===== src/rtl/apb_req_scheduler.sv =====
// apb_req_scheduler: buffers host read/write requests in a FIFO and issues them one at a
// time to the APB subsystem, returning one response each. Optional macro: APB_SCHED_TIMEOUT_EN.
module apb_req_scheduler #(
  parameter int DATA_W  = 32,
  parameter int DEPTH   = 4,
  parameter int TIMEOUT = 16
) (
  input  logic                       pclk,
  input  logic                       preset,
  input  logic                       req_valid_i,
  output logic                       req_ready_o,
  input  logic                       req_write_i,
  input  logic [DATA_W-1:0]          req_wdata_i,
  output logic [1:0]                 add_o,
  output logic [DATA_W-1:0]          wdata_o,
  input  logic                       ready_i,
  input  logic [DATA_W-1:0]          rdata_i,
  output logic                       rsp_valid_o,
  input  logic                       rsp_ready_i,
  output logic                       rsp_write_o,
  output logic [DATA_W-1:0]          rsp_rdata_o,
  output logic                       rsp_err_o,
  output logic [$clog2(DEPTH+1)-1:0] fifo_count_o,
  output logic                       busy_o
);

  localparam int PW = $clog2(DEPTH);
  localparam int CW = $clog2(DEPTH + 1);

  localparam logic [1:0] ADD_NOP   = 2'b00;
  localparam logic [1:0] ADD_READ  = 2'b01;
  localparam logic [1:0] ADD_WRITE = 2'b11;

  if (DEPTH < 2 || (DEPTH & (DEPTH - 1)) != 0 || TIMEOUT < 1) begin : g_bad_params
    $error("apb_req_scheduler: DEPTH must be a power of 2 >= 2 and TIMEOUT >= 1");
  end

  typedef struct packed {
    logic              write;
    logic [DATA_W-1:0] data;
  } req_t;

  typedef enum logic [1:0] {
    S_IDLE,
    S_ACCESS,
    S_GAP
  } state_t;

  req_t          mem [DEPTH];
  req_t          head;
  logic [PW-1:0] wr_ptr;
  logic [PW-1:0] rd_ptr;
  logic [CW-1:0] count;
  state_t        state;
  logic          cmd_write;
  logic          push;
  logic          pop;

`ifdef APB_SCHED_TIMEOUT_EN
  localparam int WW = $clog2(TIMEOUT + 1);
  localparam logic [WW-1:0] WAIT_LAST = WW'(TIMEOUT - 1);
  logic [WW-1:0] wait_cnt;
`endif

  // Acceptance looks only at the registered count, so a same-cycle pop never frees a slot.
  assign req_ready_o  = (count < CW'(DEPTH));
  assign push         = req_valid_i && req_ready_o;
  assign pop          = (state == S_IDLE) && (count != '0) && !rsp_valid_o;
  assign head         = mem[rd_ptr];
  assign fifo_count_o = count;
  assign busy_o       = (state != S_IDLE) || (count != '0) || rsp_valid_o;

  always_ff @(posedge pclk) begin
    if (push) begin
      mem[wr_ptr] <= '{write: req_write_i, data: req_wdata_i};
    end
  end

  always_ff @(posedge pclk or posedge preset) begin
    if (preset) begin
      wr_ptr <= '0;
      rd_ptr <= '0;
      count  <= '0;
    end else begin
      if (push) wr_ptr <= wr_ptr + PW'(1);
      if (pop)  rd_ptr <= rd_ptr + PW'(1);
      case ({push, pop})
        2'b10:   count <= count + CW'(1);
        2'b01:   count <= count - CW'(1);
        default: ;
      endcase
    end
  end

  always_ff @(posedge pclk or posedge preset) begin
    if (preset) begin
      state       <= S_IDLE;
      cmd_write   <= 1'b0;
      add_o       <= ADD_NOP;
      wdata_o     <= '0;
      rsp_valid_o <= 1'b0;
      rsp_write_o <= 1'b0;
      rsp_rdata_o <= '0;
`ifdef APB_SCHED_TIMEOUT_EN
      rsp_err_o   <= 1'b0;
      wait_cnt    <= '0;
`endif
    end else begin
      // A response is only loaded while none is pending, so clear and load never collide.
      if (rsp_valid_o && rsp_ready_i) rsp_valid_o <= 1'b0;

      unique case (state)
        S_IDLE: begin
          if (pop) begin
            cmd_write <= head.write;
            add_o     <= head.write ? ADD_WRITE : ADD_READ;
            wdata_o   <= head.write ? head.data : '0;
`ifdef APB_SCHED_TIMEOUT_EN
            wait_cnt  <= '0;
`endif
            state     <= S_ACCESS;
          end
        end
        S_ACCESS: begin
          if (ready_i) begin
            rsp_valid_o <= 1'b1;
            rsp_write_o <= cmd_write;
            rsp_rdata_o <= cmd_write ? '0 : rdata_i;
`ifdef APB_SCHED_TIMEOUT_EN
            rsp_err_o   <= 1'b0;
`endif
            add_o       <= ADD_NOP;
            wdata_o     <= '0;
            state       <= S_GAP;
          end
`ifdef APB_SCHED_TIMEOUT_EN
          else if (wait_cnt == WAIT_LAST) begin
            rsp_valid_o <= 1'b1;
            rsp_write_o <= cmd_write;
            rsp_rdata_o <= '0;
            rsp_err_o   <= 1'b1;
            add_o       <= ADD_NOP;
            wdata_o     <= '0;
            state       <= S_GAP;
          end else begin
            wait_cnt <= wait_cnt + WW'(1);
          end
`endif
        end
        S_GAP:   state <= S_IDLE;
        default: state <= S_IDLE;
      endcase
    end
  end

`ifndef APB_SCHED_TIMEOUT_EN
  assign rsp_err_o = 1'b0;
`endif

endmodule


===== config.mk =====
export PLATFORM = sky130hd
export DESIGN_NAME = apb_req_scheduler
export DESIGN_NICKNAME = d
export VERILOG_FILES = /design/src/rtl/apb_req_scheduler.sv
export SDC_FILE = /design/constraint.sdc
export NUM_CORES = 1
export LEC_CHECK = 0
export CAP_MARGIN = 10
export CORE_ASPECT_RATIO = 0.7
export CORE_MARGIN = 5
export CORE_UTILIZATION = 56
export CTS_CLUSTER_DIAMETER = 120
export CTS_CLUSTER_SIZE = 20
export DETAILED_ROUTE_END_ITERATION = 10
export PLACE_DENSITY = 0.9
export SLEW_MARGIN = 5
export SYNTH_ARGS = -nofsm -noshare
export SYNTH_HDL_FRONTEND = slang
export SYNTH_SLANG_ARGS = --single-unit

===== constraint.sdc =====
create_clock -name pclk -period 6.4 [get_ports pclk]
set_input_delay 1.28 -clock pclk [delete_from_list [all_inputs] [get_ports pclk]]
set_output_delay 1.28 -clock pclk [all_outputs]
set_load 0.02 [all_outputs]

==> results of run 1 <==
-- layout make-up --
| class | count | share of cell area |
|---|---|---|
| Sequential cell | 210 | 0.598 |
| Multi-Input combinational cell | 200 | 0.187 |
| Timing Repair Buffer | 143 | 0.144 |
| Clock buffer | 23 | 0.0410 |
| Tap cell | 190 | 0.0240 |
| Inverter | 11 | 0.00430 |
| Clock inverter | 1 | 0.00114 |
-- power by group --
part	internal, mW	switching (mW)	leakage (nW)
clock network	0.440	0.420	0.200
logic	0.706	0.787	1.29
registers	1.76	0.224	2.20
total	2.90	1.43	3.69
-- through the flow --
stage	utilization	hold WS, ns
2_1_floorplan	-	0.580
3_3_place_gp	0.681	0.463
3_5_place_dp	0.681	0.471
4_1_cts	0.711	0.490
5_1_grt	0.711	0.513
6_report	0.711	0.485
-- path summary, 6_finish.rpt --
kind                                  from         endpoint  slack (ns)  cells after the start
min in group asynchronous           preset  rsp_rdata_o[11]        1.45                      3
max in group asynchronous           preset        rd_ptr[0]        4.27                      3
min                        rsp_rdata_o[29]  rsp_rdata_o[29]        0.48                      2
max                        fifo_count_o[0]           busy_o        3.18                      3
max reg2reg                       state[0]  fifo_count_o[2]        3.61                      8
min reg2reg                rsp_rdata_o[29]  rsp_rdata_o[29]        0.48                      2
-- logic make-up after synthesis --
logic type               after synthesis  share of synthesized area
adder cells (fa/ha/maj)                6                     0.0104
AO/OA/AOI/OAI                         71                     0.0660
flip-flops                           210                      0.743
buffers and inverters                 42                     0.0264
XOR/XNOR                               6                    0.00660
AND/OR/NAND/NOR                       82                     0.0418
multiplexers                          34                      0.105
other                                  1                   0.000471
-- synth_stat cells (all sizes together) --
master	n
a21o	1
conb	1
a32o	32
o21ai	37
xor2	2
edfxtp	132
clkinv	1
buf	13
nand2	70
dfrtp	78
nor3	2
inv	10
fa	1
nand2b	2
mux4	33
clkbuf	18
nor2	1
and2	4
a22o	1
ha	5
nor2b	3
xnor2	4
mux2i	1
-- worst max-delay path, cell delays in order, from the launching register on --
cell	delay [ns]
dfrtp_1	0.44
nor3_1	0.40
nand2_1	0.09
clkdlybuf4s50_1	0.55
-- routing by layer --
metal / vias to the layer above / track usage / part of all wire
met1: 2196 / 0.249 / 0.41
met3: 22 / 0.0437 / 0.078
met5: - / 0 / 0
li1: 1987 / - / -
met4: 0 / 0.0420 / 0.016
met2: 169 / 0.331 / 0.50
-- sequential cells by signal (all words and copies together), names as in the netlist, 2 cells and up --
name	cells
rsp_rdata_o	32
wdata_o	32
add_o	2
mem	132
fifo_count_o	3
wr_ptr	2
rd_ptr	2
state	2
==> reports/results.ini, run 1 <==
[status]
status=finished clean

[sta]
clock_skew_ns=0.0152
min_period_ns=3.22
setup_violations=0
setup_slack_ns=3.18
hold_viol=0
setup_tns_ns=0
worst_pin_slew_ns=1.03
finalCritPeriodShare=0.503
grt_setup_unrepaired=false
relSlewSlack=0.314
drv_slew=0
fmax_mhz=310

[clock_tree]
cts_tree=built
cts_sinks=210
ctsHtreeMaxLevel=1
cts_setup_buffers=0
insertion_delay_ns=0.47
cts.hold.buffers_added=0
cts-root-buf=clkbuf_16
cts_resized=0
cts_buffers=14
path_clk_slew_ns=0.08
clock_path_buffers=3

[pwr]
p_per_area_mw_per_mm2=438
ir_worst_vdd_mv=0.262
p_leak_nw=3.69
total_power_mw=4.34

[die]
die_w_um=152
io_pins=144
design.die.area_mm2=0.0167
start_util=0.572
die_h_um=110
num_rows=36
core-area_mm2=0.0139

[drt]
dr.pass1.iters=5
routed_wl_um=15700
vias=4374
drc=0
vias_per_cell=5.62
drt-initial-drc-count=296
avgRoutedWirePerCell_um=20.1
antenna_left=0

[logic_synthesis]
syn_inst=452
synth_largest_area_cell=edfxtp_1
synth_fp_nets=528
seq_area_frac_synth=0.743
synth_cell_types=28
yosys-top-cells-area=edfxtp_1 50%, dfrtp_1 25%, mux4_1 7.3%
synth.avg_cell_area_um2=17.6
ys_warn_count=0
synthesis.area_mm2=0.00796
synth_top_cell_area_share=0.498
ys_ff_latch=210

[grt]
grt_pass1_vias=4547
overflow=0
grt_use_total=0.189
grt_max_degree=79
antenna_found_initial=0
grt_pass1_wl_um=24700

[run]
maxCapViolations=0

[cells_and_area]
finalNonFillerCells=778
fillerInstances=843
postLayoutCellArea_mm2=0.00990
nets=656
final_cell_mix=142 x clkdlybuf4s50_1, 132 x edfxtp_1, 76 x dfrtp_1
area_growth_pct=24.4
final_common_cell=clkdlybuf4s50_1
drive_above_1_share=0.0646
ff_latch_area_mm2=0.00592
antennaDiodeCount=0
multi_input_area_mm2=0.00186

[placement]
dpl.cell_count=754
place_ws_ns=2.97
globalplace.congestion=0.823
dpl.hpwl_um=10100
portBuffers=142
place_area_mm2=0.00948

[hold_path]
hold_path_class=flop to flop

[critical_path]
worstPathRequired_ns=5.12
endpoint_kind=primary output
critPathKind=flop to primary output
startpoint_type=flop
arrival_ns=1.94
crit_fanout=4

No activity file was read; power rests on OpenSTA's default activity.
==> inputs of run 2 (changes only) <==
--- a/config.mk
+++ b/config.mk
@@ -8,11 +8,11 @@
 export CAP_MARGIN = 10
 export CORE_ASPECT_RATIO = 0.7
 export CORE_MARGIN = 5
-export CORE_UTILIZATION = 56
+export CORE_UTILIZATION = 52
 export CTS_CLUSTER_DIAMETER = 120
 export CTS_CLUSTER_SIZE = 20
 export DETAILED_ROUTE_END_ITERATION = 10
-export PLACE_DENSITY = 0.9
+export PLACE_DENSITY = 0.85
 export SLEW_MARGIN = 5
 export SYNTH_ARGS = -nofsm -noshare
 export SYNTH_HDL_FRONTEND = slang
==> constraint.sdc (replaced) <==
create_clock -name pclk -period 3.35 [get_ports pclk]
set_input_delay 0.67 -clock pclk [delete_from_list [all_inputs] [get_ports pclk]]
set_output_delay 0.67 -clock pclk [all_outputs]
set_load 0.02 [all_outputs]
==> run 2 against run 1 <==
Effect of this change: sequential share of layout area is 0.72 points lower; non-clock buffer count is 7 higher; sequential cell count did not move; combinational power up 110%; core utilization fell by 3.7 points; die area increased by 7.1%; setup slack worse by 2.5 ns; clock skew rose by 0.0035 ns; hold slack improved by 0.0043 ns; sequential power grew 85%; via count is 1.4% higher; critical endpoint unchanged; highest routed layer unchanged.
==> reports/results.ini, run 2 (synthesis results as in run 1) <==
[status]
status=finished clean

[die]
io_pins=144  ; unchanged
start_util=0.536  ; -0.0363
design.die.area_mm2=0.0179  ; +7.1%
num_rows=37  ; +2.8%
core-area_mm2=0.0149  ; +6.8%
die_h_um=114  ; +3.4%
die_w_um=158  ; +3.5%

[drt]
vias=4436  ; +1.4%
drc=0  ; unchanged
dr.pass1.iters=6  ; +1
vias_per_cell=5.62  ; -0.12%
avgRoutedWirePerCell_um=20.6  ; +2.6%
routed_wl_um=16300  ; +4.2%
drt-initial-drc-count=252  ; -15%
antenna_left=0  ; unchanged

[sta]
worst_pin_slew_ns=1.06  ; +0.0265 ns
setup_tns_ns=0  ; unchanged
hold_ws_ns=0.489  ; +0.00427 ns
clock_skew_ns=0.0187  ; +0.00351 ns
hold_viol=0  ; unchanged
setup_violations=0  ; unchanged
relSlewSlack=0.294  ; -0.0203
grt_setup_unrepaired=false
drv_slew=0  ; unchanged
min_period_ns=2.62
fmax_mhz=381
finalCritPeriodShare=0.783

[grt]
grt_pass1_wl_um=25500  ; +3.2%
grt_pass1_vias=4629  ; +1.8%
overflow=0  ; unchanged
grt_max_degree=70  ; -11%
grt_use_total=0.182  ; -0.00765
antenna_found_initial=0  ; unchanged

[pwr]
switching_share=0.331  ; +0.00116
p_sw_mw=2.78  ; +94%
p_per_area_mw_per_mm2=836  ; +91%
seqPwrFrac=0.438  ; -0.019
ir_worst_vdd_mv=0.473  ; +81%
power_frac_comb=0.366  ; +0.022
power_frac_clock=0.196  ; -0.003
p_leak_nw=3.74  ; +1.4%
total_power_mw=8.38  ; +93%
p_int_mw=5.60  ; +93%

[placement]
portBuffers=142  ; unchanged
globalplace.congestion=0.838  ; +1.8%
dpl.hpwl_um=10800  ; +7.0%
dpl.cell_count=766  ; +1.6%
place_area_mm2=0.00960  ; +1.3%

[hold_path]
hold_path_class=flop to flop
holdPathStages=1  ; -1
min_from=add_o[0]
whs_endpoint=add_o[0]

[clock_tree]
path_clk_slew_ns=0.08  ; about the same
ctsHtreeMaxLevel=1  ; unchanged
cts.hold.buffers_added=0  ; unchanged
cts_sinks=210  ; unchanged
insertion_delay_ns=0.46  ; about the same
cts_buffers=14  ; unchanged
cts-root-buf=clkbuf_16
cts_setup_buffers=0  ; unchanged
cts_resized=0  ; unchanged
clock_path_buffers=3  ; unchanged
cts_tree=built

[cells_and_area]
antennaDiodeCount=0  ; unchanged
final_common_cell=clkdlybuf4s50_1
drive_above_1_share=0.0756  ; +0.0110
final_cell_mix=142 x clkdlybuf4s50_1, 132 x edfxtp_1, 76 x dfrtp_1
postLayoutCellArea_mm2=0.0100  ; +1.2%
area_growth_pct=25.9
reg.largest.list=mem: 132 flops, rsp_rdata_o: 32 flops, wdata_o: 32 flops
largest_reg_flops=132  ; unchanged
top_register=mem
nets=663  ; +1.1%
finalNonFillerCells=790  ; +1.5%

[critical_path]
arrival_ns=1.95  ; about the same
startpoint_type=flop
reg2reg_slack_ns=1.06  ; -2.55 ns
crit_path_cell_trace=nor3_1 -> nand2_1 -> clkdlybuf4s50_1
critPathKind=flop to primary output
reg2reg_from=state[0]
r2r-end=fifo_count_o[2]
slowest_delay_ns=0.55  ; about the same
endpoint_kind=primary output
r2r_cells=8  ; unchanged
worstPathRequired_ns=2.68  ; -2.44 ns
slowest_stage=clkdlybuf4s50_1
crit_fanout=4  ; unchanged

[run]
maxCapViolations=0  ; unchanged

## run 2: how the worst max path moves through the flow
stage / startpoint / depth (start not counted) / endpoint
3_3_place_gp: req_valid_i / 4 / mem[3][2]
6_report: fifo_count_o[0] / 3 / busy_o
2_1_floorplan: preset / 1 / add_o[0]
3_5_place_dp: req_valid_i / 4 / mem[0][2]
4_1_cts: fifo_count_o[0] / 3 / busy_o
5_1_grt: fifo_count_o[0] / 3 / busy_o
## run 2: cell type report
| class | count | area (µm²) |
|---|---|---|
| Sequential cell | 210 | 5920 |
| Fill cell | 972 | 4840 |
| Multi-Input combinational cell | 200 | 1860 |
| Timing Repair Buffer | 150 | 1540 |
| Clock buffer | 23 | 405 |
| Tap cell | 195 | 244 |
| Inverter | 11 | 42.5 |
| Clock inverter | 1 | 11.3 |
## run 2: stage by stage
stage                util  setup slack (ns)
floorplan               -             0.685
global placement    0.646             0.732
detailed placement  0.646             0.621
CTS                 0.674             0.697
global route        0.674             0.659
finish              0.674             0.728
## run 2: per-layer routing
metal	share of wire	vias up	global-route usage
li1	-	2002	-
met1	0.41	2248	0.243
met2	0.50	172	0.320
met3	0.076	14	0.0360
met4	0.012	0	0.0269
met5	0	-	0
## run 2: power by group through the flow
stage	logic (mW)	registers, mW	clock network [mW]
2_1_floorplan	1.65	3.97	0
3_3_place_gp	2.96	3.69	0
3_5_place_dp	3.08	3.73	0
4_1_cts	3.10	3.68	1.69
5_1_grt	3.29	3.73	1.81
6_report	3.06	3.67	1.64
## run 2: critical path, delay by kind of cell, from the launching register on
kind,cells,cell delay [ns]
buffers and inverters,1,0.55
AND/OR/NAND/NOR,2,0.52
flip-flops,1,0.42
==> inputs of run 3 (changes only) <==
==> constraint.sdc (replaced) <==
create_clock -name pclk -period 2.6 [get_ports pclk]
set_input_delay 0.52 -clock pclk [delete_from_list [all_inputs] [get_ports pclk]]
set_output_delay 0.52 -clock pclk [all_outputs]
set_load 0.02 [all_outputs]
==> run 3 against run 2 <==
Effect of this change: clock power is 28% higher; cell area is 0.26% higher; global-route usage is 0.18 points higher; sequential share of layout area is 0.15 points lower; critical endpoint unchanged; register-to-register slack worse by 0.53 ns; total power is 29% higher; clock-buffer cell count is 1 lower; critical path type unchanged; combinational power is 32% higher; sequential cell count stayed put.
==> reports/results.ini, run 3 (synthesis results as in run 1) <==
[grt]
grt_max_degree=68  ; -2.9%
overflow=0  ; unchanged
grt_use_total=0.184  ; +0.00179
grt_pass1_vias=4684  ; +1.2%
antenna_found_initial=0  ; unchanged
grt_pass1_wl_um=25400  ; -0.49%

[die]
die_h_um=114  ; unchanged
design.die.area_mm2=0.0179  ; unchanged
num_rows=37  ; unchanged
start_util=0.536  ; unchanged
core-area_mm2=0.0149  ; unchanged
die_w_um=158  ; unchanged
io_pins=144  ; unchanged

[clock_tree]
ctsHtreeMaxLevel=1  ; unchanged
clock_path_buffers=3  ; unchanged
cts_sinks=210  ; unchanged
cts_buffers=14  ; unchanged
insertion_delay_ns=0.46  ; about the same
cts-root-buf=clkbuf_16
cts_resized=0  ; unchanged
cts_tree=built
path_clk_slew_ns=0.08  ; about the same
cts_setup_buffers=0  ; unchanged
cts.hold.buffers_added=0  ; unchanged

[pwr]
total_power_mw=10.8  ; +29%
ir_worst_vdd_mv=0.607  ; +28%
p_leak_nw=3.78  ; +1.0%
p_int_mw=7.24  ; +29%
p_sw_mw=3.58  ; +29%
seqPwrFrac=0.433  ; -0.005
power_frac_clock=0.194  ; -0.002
power_frac_comb=0.373  ; +0.007
p_per_area_mw_per_mm2=1080  ; +29%
switching_share=0.331  ; -0.000524

[cells_and_area]
top_register=mem
postLayoutCellArea_mm2=0.0100  ; +0.26%
antennaDiodeCount=0  ; unchanged
reg.largest.list=mem: 132 flops, rsp_rdata_o: 32 flops, wdata_o: 32 flops
final_cell_mix=142 x clkdlybuf4s50_1, 132 x edfxtp_1, 76 x dfrtp_1
finalNonFillerCells=798  ; +1.0%
area_growth_pct=26.2
nets=672  ; +1.4%
drive_above_1_share=0.0896  ; +0.0139
final_core_util=0.676  ; +0.00177
final_common_cell=clkdlybuf4s50_1
largest_reg_flops=132  ; unchanged

[critical_path]
reg2reg_slack_ns=0.53  ; -0.53 ns
r2r_cells=6  ; -2
crit_path_cell_trace=nor3_1 -> nand2_1 -> clkdlybuf4s50_1
r2r-end=wdata_o[24]
slowest_stage=clkdlybuf4s50_1
startpoint_type=flop
crit_fanout=4  ; unchanged
worstPathRequired_ns=2.08  ; -0.60 ns
arrival_ns=1.93  ; -0.02 ns
crit_start=fifo_count_o[0]
reg2reg_from=fifo_count_o[0]
endpoint_kind=primary output
critPathCapture=busy_o
slowest_delay_ns=0.55  ; about the same
critPathKind=flop to primary output

[sta]
setup_slack_ns=0.153  ; -0.575 ns
worst_pin_slew_ns=0.896  ; -0.159 ns
setup_tns_ns=0  ; unchanged
drv_slew=0  ; unchanged
hold_ws_ns=0.397  ; -0.0921 ns
fmax_mhz=409
finalCritPeriodShare=0.941
setup_violations=0  ; unchanged
grt_setup_unrepaired=false
min_period_ns=2.45
hold_viol=0  ; unchanged
relSlewSlack=0.399  ; +0.105
clock_skew_ns=0.0143  ; -0.00443 ns

[placement]
globalplace.congestion=0.854  ; +1.9%
place_ws_ns=0.371  ; -0.250 ns
portBuffers=142  ; unchanged
dpl.cell_count=775  ; +1.2%
place_area_mm2=0.00963  ; +0.31%
dpl.hpwl_um=10900  ; +1.3%

[hold_path]
hold_path_class=input pin to async pin

[drt]
vias=4489  ; +1.2%
avgRoutedWirePerCell_um=20.4  ; -0.94%
vias_per_cell=5.63  ; +0.18%
drc=0  ; unchanged
antenna_left=0  ; unchanged
drt-initial-drc-count=360  ; +43%
dr.pass1.iters=4  ; -2
routed_wl_um=16300  ; about the same

[status]
status=finished clean

[run]
maxCapViolations=0  ; unchanged

[run 3: worst min-delay path by stage]
stage          slack [ns]  cells past startpoint               to
2_1_floorplan        0.58                      2        wr_ptr[1]
3_3_place_gp         0.46                      2  rsp_rdata_o[14]
3_5_place_dp         0.47                      2   rsp_rdata_o[7]
4_1_cts              0.40                      2      wdata_o[24]
5_1_grt              0.42                      2        wr_ptr[1]
6_report             0.40                      2        wr_ptr[1]
[run 3: critical path, delay by kind of cell (launching register included)]
kind	cells	cell delay, ns
DFF	1	0.43
buffers and inverters	1	0.55
and+or+nand+nor	2	0.48
[run 3: cell type report]
| cell class | count | area (µm²) |
|---|---|---|
| Multi-Input combinational cell | 200 | 1860 |
| Tap cell | 195 | 244 |
| Inverter | 11 | 42.5 |
| Clock buffer | 22 | 402 |
| Timing Repair Buffer | 159 | 1570 |
| Sequential cell | 210 | 5920 |
| Clock inverter | 1 | 11.3 |
| Fill cell | 974 | 4810 |
[run 3: per-layer routing]
layer	share of wire	global-route usage	up-vias
met5	0	0	-
met1	0.41	0.255	2289
met3	0.083	0.0368	25
met4	0.016	0.0372	0
li1	-	-	2020
met2	0.49	0.308	155
[run 3: power groups by stage]
stage	clock network [mW]	logic, mW	registers [mW]
after floorplan	0	2.13	5.11
after global placement	0	3.91	4.71
after detailed placement	0	4.07	4.77
after CTS	2.16	4.08	4.69
after global routing	2.32	4.37	4.76
final	2.10	4.03	4.69
